--- config.mk ---
export PLATFORM = sky130hd
export DESIGN_NAME = btn_mode_sel
export DESIGN_NICKNAME = d
export VERILOG_FILES = /design/src/rtl/btn_mode_sel_pkg.sv /design/src/rtl/btn_mode_sel_edge.sv /design/src/rtl/btn_mode_sel.sv
export SDC_FILE = /design/constraint.sdc
export NUM_CORES = 1
export LEC_CHECK = 0
export CAP_MARGIN = 20
export CORE_MARGIN = 1.5
export CORE_UTILIZATION = 30
export CTS_CLUSTER_DIAMETER = 40
export DETAILED_ROUTE_END_ITERATION = 10
export PLACE_DENSITY = 0.55
export SETUP_SLACK_MARGIN = 0.5
export SLEW_MARGIN = 10
export SYNTH_ARGS = -nofsm -noshare
export SYNTH_HDL_FRONTEND = slang
export SYNTH_SLANG_ARGS = --single-unit
export TNS_END_PERCENT = 100
--- constraint.sdc ---
create_clock -name clk -period 2.85 [get_ports clk]
set_clock_uncertainty 0.15 [all_clocks]
set_input_delay 0.57 -clock clk [delete_from_list [all_inputs] [get_ports clk]]
set_output_delay 0.57 -clock clk [all_outputs]
set_load 0.005 [all_outputs]
--- src/rtl/btn_mode_sel_pkg.sv ---
// Shared definitions for the button-driven mode selector.
// Holds the FSM state encoding, button bit positions and the wrapping
// mode-step helper used by the top level.
package btn_mode_sel_pkg;

    // FSM state encoding
    typedef enum logic [1:0] {
        ST_IDLE  = 2'd0,
        ST_HOLD  = 2'd1,
        ST_LWAIT = 2'd2
    } state_t;

    // Bit positions inside btn_deb
    localparam int BTN_NEXT = 0;
    localparam int BTN_PREV = 1;
    localparam int BTN_NUM  = 2;

    // Step a mode index by one with wrap-around inside 0..num-1.
    // up = 1 increments, up = 0 decrements.
    function automatic int mode_step(input int cur, input int num, input bit up);
        if (up) begin
            return (cur == num - 1) ? 0 : cur + 1;
        end
        return (cur == 0) ? num - 1 : cur - 1;
    endfunction

endpackage

--- src/rtl/btn_mode_sel_edge.sv ---
// Purpose : per-bit press/release edge detector for active-high button levels.
// Latency : combinational outputs from the current level and a 1-cycle history.
// Backpr. : none; evaluated every cycle.
//
// Ports:
//   clk, rst   clock and asynchronous active-high reset
//   lvl        normalised button levels, 1 = pressed
//   press      1 in the cycle a bit goes 0 -> 1
//   rel        1 in the cycle a bit goes 1 -> 0
module btn_edge_det #(
    parameter int W = 2
) (
    input  logic         clk,
    input  logic         rst,
    input  logic [W-1:0] lvl,
    output logic [W-1:0] press,
    output logic [W-1:0] rel
);

    logic [W-1:0] lvl_prev;

    // History resets to "pressed" so a button held through reset has to be
    // released before it can produce a press edge.
    always_ff @(posedge clk or posedge rst) begin
        if (rst) begin
            lvl_prev <= '1;
        end else begin
            lvl_prev <= lvl;
        end
    end

    assign press = lvl & ~lvl_prev;
    assign rel   = ~lvl & lvl_prev;

endmodule

--- src/rtl/btn_mode_sel.sv ---
// Purpose : turns debounced next/prev buttons into a wrapped mode index with event pulses.
// Latency : mode/mode_chg update 1 clk after the qualifying edge; long_evt LONG_CYC clks after press.
// Backpr. : none; consumers must take the one-cycle pulses when they occur.
//
// Ports:
//   clk       system clock (same domain as the debounce stage)
//   rst       asynchronous active-high reset
//   btn_deb   debounced levels; bit0 = next (short) / default (long), bit1 = previous
//   mode      current mode index, registered
//   mode_chg  1-cycle pulse when a mode action is accepted (incl. long press into DEFAULT_MODE)
//   long_evt  1-cycle pulse when a long press is recognised
//   busy      high while a button-0 press is being timed or waiting for release
//
// Parameter constraints: MODE_NUM >= 2, 2**MODE_W >= MODE_NUM,
// DEFAULT_MODE < MODE_NUM, LONG_CYC >= 2, 2**CNT_W > LONG_CYC.
module btn_mode_sel #(
    parameter int MODE_NUM       = 4,
    parameter int MODE_W         = 2,
    parameter int DEFAULT_MODE   = 0,
    parameter int LONG_CYC       = 12000000,
    parameter int CNT_W          = 24,
    parameter int BTN_ACTIVE_LOW = 1
) (
    input  logic              clk,
    input  logic              rst,
    input  logic [1:0]        btn_deb,
    output logic [MODE_W-1:0] mode,
    output logic              mode_chg,
    output logic              long_evt,
    output logic              busy
);

    import btn_mode_sel_pkg::*;

    localparam logic [1:0]        ACT_MASK  = (BTN_ACTIVE_LOW != 0) ? 2'b11 : 2'b00;
    localparam logic [CNT_W-1:0]  LONG_LIM  = CNT_W'(LONG_CYC);
    localparam logic [CNT_W-1:0]  LONG_LAST = CNT_W'(LONG_CYC - 1);
    localparam logic [CNT_W-1:0]  CNT_ONE   = CNT_W'(1);
    localparam logic [MODE_W-1:0] MODE_DEF  = MODE_W'(DEFAULT_MODE);

    logic [1:0]       act;
    logic [1:0]       press;
    logic [1:0]       rel;
    logic             unused_rel;
    state_t           state;
    logic [CNT_W-1:0] cnt;

    // Normalise polarity: act = 1 means pressed.
    assign act = btn_deb ^ ACT_MASK;

    btn_edge_det #(
        .W (BTN_NUM)
    ) u_edge (
        .clk   (clk),
        .rst   (rst),
        .lvl   (act),
        .press (press),
        .rel   (rel)
    );

    // Releasing "previous" carries no meaning.
    assign unused_rel = rel[BTN_PREV];

    always_ff @(posedge clk or posedge rst) begin
        if (rst) begin
            state    <= ST_IDLE;
            cnt      <= '0;
            mode     <= MODE_DEF;
            mode_chg <= 1'b0;
            long_evt <= 1'b0;
            busy     <= 1'b0;
        end else begin
            // Pulses are one cycle wide by construction.
            mode_chg <= 1'b0;
            long_evt <= 1'b0;

            unique case (state)
                ST_IDLE: begin
                    // Button 0 wins over a coincident button-1 press.
                    if (press[BTN_NEXT]) begin
                        state <= ST_HOLD;
                        cnt   <= CNT_ONE;
                        busy  <= 1'b1;
                    end else if (press[BTN_PREV]) begin
                        mode     <= MODE_W'(mode_step(int'(mode), MODE_NUM, 1'b0));
                        mode_chg <= 1'b1;
                    end
                end

                ST_HOLD: begin
                    // Button 1 is ignored while button 0 is being timed.
                    if (rel[BTN_NEXT] && (cnt < LONG_LIM)) begin
                        mode     <= MODE_W'(mode_step(int'(mode), MODE_NUM, 1'b1));
                        mode_chg <= 1'b1;
                        state    <= ST_IDLE;
                        cnt      <= '0;
                        busy     <= 1'b0;
                    end else if ((cnt == LONG_LAST) && act[BTN_NEXT]) begin
                        // Leaving HOLD here keeps cnt from ever passing LONG_CYC-1.
                        mode     <= MODE_DEF;
                        mode_chg <= 1'b1;
                        long_evt <= 1'b1;
                        state    <= ST_LWAIT;
                    end else begin
                        cnt <= cnt + CNT_ONE;
                    end
                end

                ST_LWAIT: begin
                    // The release that ends a long press does not change mode.
                    if (rel[BTN_NEXT]) begin
                        state <= ST_IDLE;
                        cnt   <= '0;
                        busy  <= 1'b0;
                    end
                end

                default: begin
                    state <= ST_IDLE;
                    cnt   <= '0;
                    busy  <= 1'b0;
                end
            endcase
        end
    end

endmodule

==> flow_summary.toml <==
[status]
outcome = "completed"

[power_and_ir_drop]
total_leakage_power_nw = 0.8464
pwr-share-seq_pct = 46.4
swShare_pct = 30.44
p_sw_mw = 0.3749
ir_drop_mv = 0.3528
combPwrFrac_pct = 21.8
power_frac_clock_pct = 31.8
p_per_area_nw_per_um2 = 562.4
internal_power_mw = 0.8566

[finish]
n_antenna_cell = 0
finalNonFillerCells = 293
post-route-util_pct = 34.88
areaGrowthSynthToFinish_pct = 12.98
layout-drive-gt1-share_pct = 9.722
nNetsFinal = 222
fillers = 645

[die]
core_sq_um = 6277
rows = 29
dieArea_sq_um = 6951
die_h_um = 83.38
die_x_um = 83.38
pin_count = 9
floorplan.initialDensity_pct = 30.88

[logic_synthesis]
synth_edf_count = 0
yosys_most_used_dff = "dfrtp_1"
synth_area_leaders = "dfrtp_1, xnor2_1, nor2_1, and4_1, nor4_1"
async_reset_ff_share_pct = 100.0
synthCells = 205
syn_nets = 212
synthTopCellsByCount = "dfrtp_1, nor2_1, xnor2_1, a21oi_1"
synthesis.area_sq_um = 1938
ys_ff_latch = 33
yosysMostFrequentCell = "dfrtp_1"
yosysTopAreaCell = "dfrtp_1"
yosysSeqAreaShare_pct = 42.74
ys_types = 47
synth_top_area_share_pct = 40.03
ys_warn_count = 0
post_synth.cell_area_avg_sq_um = 9.454

[detailed_routing]
num_vias = 1550
ant_nets = 0
routed_via_density = 5.290
routed_wl_um = 4407
wl_per_cell_um = 15.04
drc = 0
drtPass1Iterations = 4
drt-initial-drc-count = 100

[cts]
ctsHoldBuffers = 0
cts_tree = "yes"
cts.path.max_buffers = 2
cts-root-buf = "clkbuf_8"
htreeDepth = 2
cts_inserted_buffers = 5
cts_sinks = 33
path_clk_slew_ns = 0.07
insertion_delay_ns = 0.28

[setup_path]
crit_arrival_ns = 2.20
end_kind = "flip-flop"
crit_fanout = 13
path_class = "reg2reg"
required_ns = 2.92
start_kind = "flip-flop"

[worst_hold_path]
hp-class = "reg2reg"

[grt]
antenna_found_initial = 0
track_usage_pct = 13.72
grt_pass1_wl_um = 7707
grt_start_max_net_pins = 34
grt_remaining_overflow = 0
grt_pass1_vias = 1570

[timing]
setup_viol_count_final = 0
rsz0062_at_grt = "false"
slew_headroom_pct = 68.83
fmax_mhz = 468.4
period_share_pct = 74.91
worstMarginPinSlew_ns = 0.4675
tns_ns = 0
finalHoldViolCount = 0
layout_min_cycle_time_ns = 2.135
drv_slew = 0

[placement]
port_buffers = 8
dpl.hpwl_um = 3050
dp.cells = 285
finalWeightedCongestion = 0.7694

[run]
cap_violations = 0
==> timing repair <==
action                                  4_1_cts  5_1_grt
gates resized for setup                       1        0
endpoints found under the hold margin         0        0
buffers inserted                              0        0
endpoints found under the setup margin        1        0
==> flip-flops by register name (all words and copies together) (netlist names) <==
register         cells
long_evt             1
mode                 2
mode_chg             1
busy                 1
cnt                 24
state                2
u_edge.lvl_prev      2
==> stage by stage <==
stage | power [mW] | setup slack (ns) | hold slack [ns] | cell area [sq um]
2_1_floorplan | 0.7512 | 0.9407 | 0.3744 | 1938
3_3_place_gp | 0.8508 | 0.2145 | 0.4121 | 2090
3_5_place_dp | 0.8521 | 0.1913 | 0.4109 | 2090
4_1_cts | 1.254 | 0.7368 | 0.4308 | 2190
5_1_grt | 1.315 | 0.5164 | 0.4557 | 2190
6_report | 1.232 | 0.7151 | 0.4207 | 2190
==> power groups by stage <==
stage,combinational (mW),clock [mW],sequential [mW]
3_5_place_dp,0.274,0,0.578
4_1_cts,0.275,0.409,0.570
6_report,0.269,0.391,0.571
2_1_floorplan,0.191,0,0.560
5_1_grt,0.307,0.428,0.580
3_3_place_gp,0.270,0,0.581
==> cells in the final DEF (no fill, tap or decap), drive strengths merged, types with 6 or more instances in the layout <==
master and instances:
nor2 27, inv 7, a21oi 11, xnor2 17, nand2 10, nand3 6
o21ai 9, clkdlybuf4s50 7, clkbuf 7, and4 8, dfrtp 31, nor3 8
nand4 8, nor4 11
==> cell families (layout without fill, tap and decap cells) <==
| kind of cell | after synthesis | in the layout | synth area share [%] |
|---|---|---|---|
| AOI/OAI and AO/OA | 34 | 34 | 11.62 |
| xor gates and xnor gates | 17 | 17 | 7.682 |
| adders and majority gates | 3 | 3 | 1.937 |
| buffers and inverters | 17 | 28 | 4.584 |
| DFF | 33 | 33 | 42.74 |
| muxes | 1 | 1 | 0.5165 |
| and+or+nand+nor | 100 | 100 | 30.92 |
==> layer usage <==
layer | vias up | GRT usage [%] | part of all wire, %
li1 | 776 | - | -
met1 | 744 | 18.25 | 50
met2 | 23 | 21.88 | 46
met3 | 7 | 2.386 | 2.8
met4 | 0 | 6.061 | 1.7
met5 | - | 0 | 0
==> cell type report <==
type | instances | area, sq um | share of cell area (%)
clock inverter | 1 | 5.005 | 0.2286
multi-input combinational | 155 | 1021 | 46.63
tap | 77 | 96.34 | 4.400
clock buffer | 7 | 96.34 | 4.400
sequential | 33 | 828.3 | 37.83
timing repair buffer | 13 | 116.4 | 5.314
inverter | 7 | 26.28 | 1.200
==> worst paths after layout <==
| kind | start | to | slack, ns | depth (start not counted) |
|---|---|---|---|---|
| worst max register to register | cnt[0]$_DFFE_PP0P_ | cnt[15]$_DFFE_PP0P_ | 0.72 | 6 |
| worst min-delay path | cnt[23]$_DFFE_PP0P_ | cnt[23]$_DFFE_PP0P_ | 0.42 | 2 |
| worst min register to register | cnt[23]$_DFFE_PP0P_ | cnt[23]$_DFFE_PP0P_ | 0.42 | 2 |
| worst max-delay path | cnt[0]$_DFFE_PP0P_ | cnt[15]$_DFFE_PP0P_ | 0.72 | 6 |
| max in group asynchronous | rst | u_edge.lvl_prev[0]$_DFF_PP1_ | 1.69 | 3 |
| min in group asynchronous | rst | cnt[21]$_DFFE_PP0P_ | 0.53 | 3 |
==> critical path, cell delays in order (launching register included) <==
cell and delay, ns:
dfrtp_1 0.43, ha_1 0.28, and4b_1 0.24, nand4_1 0.16, o21ai_2 0.17, or4b_1 0.49, a21oi_1 0.14
No activity file was read; power rests on OpenSTA's default activity.
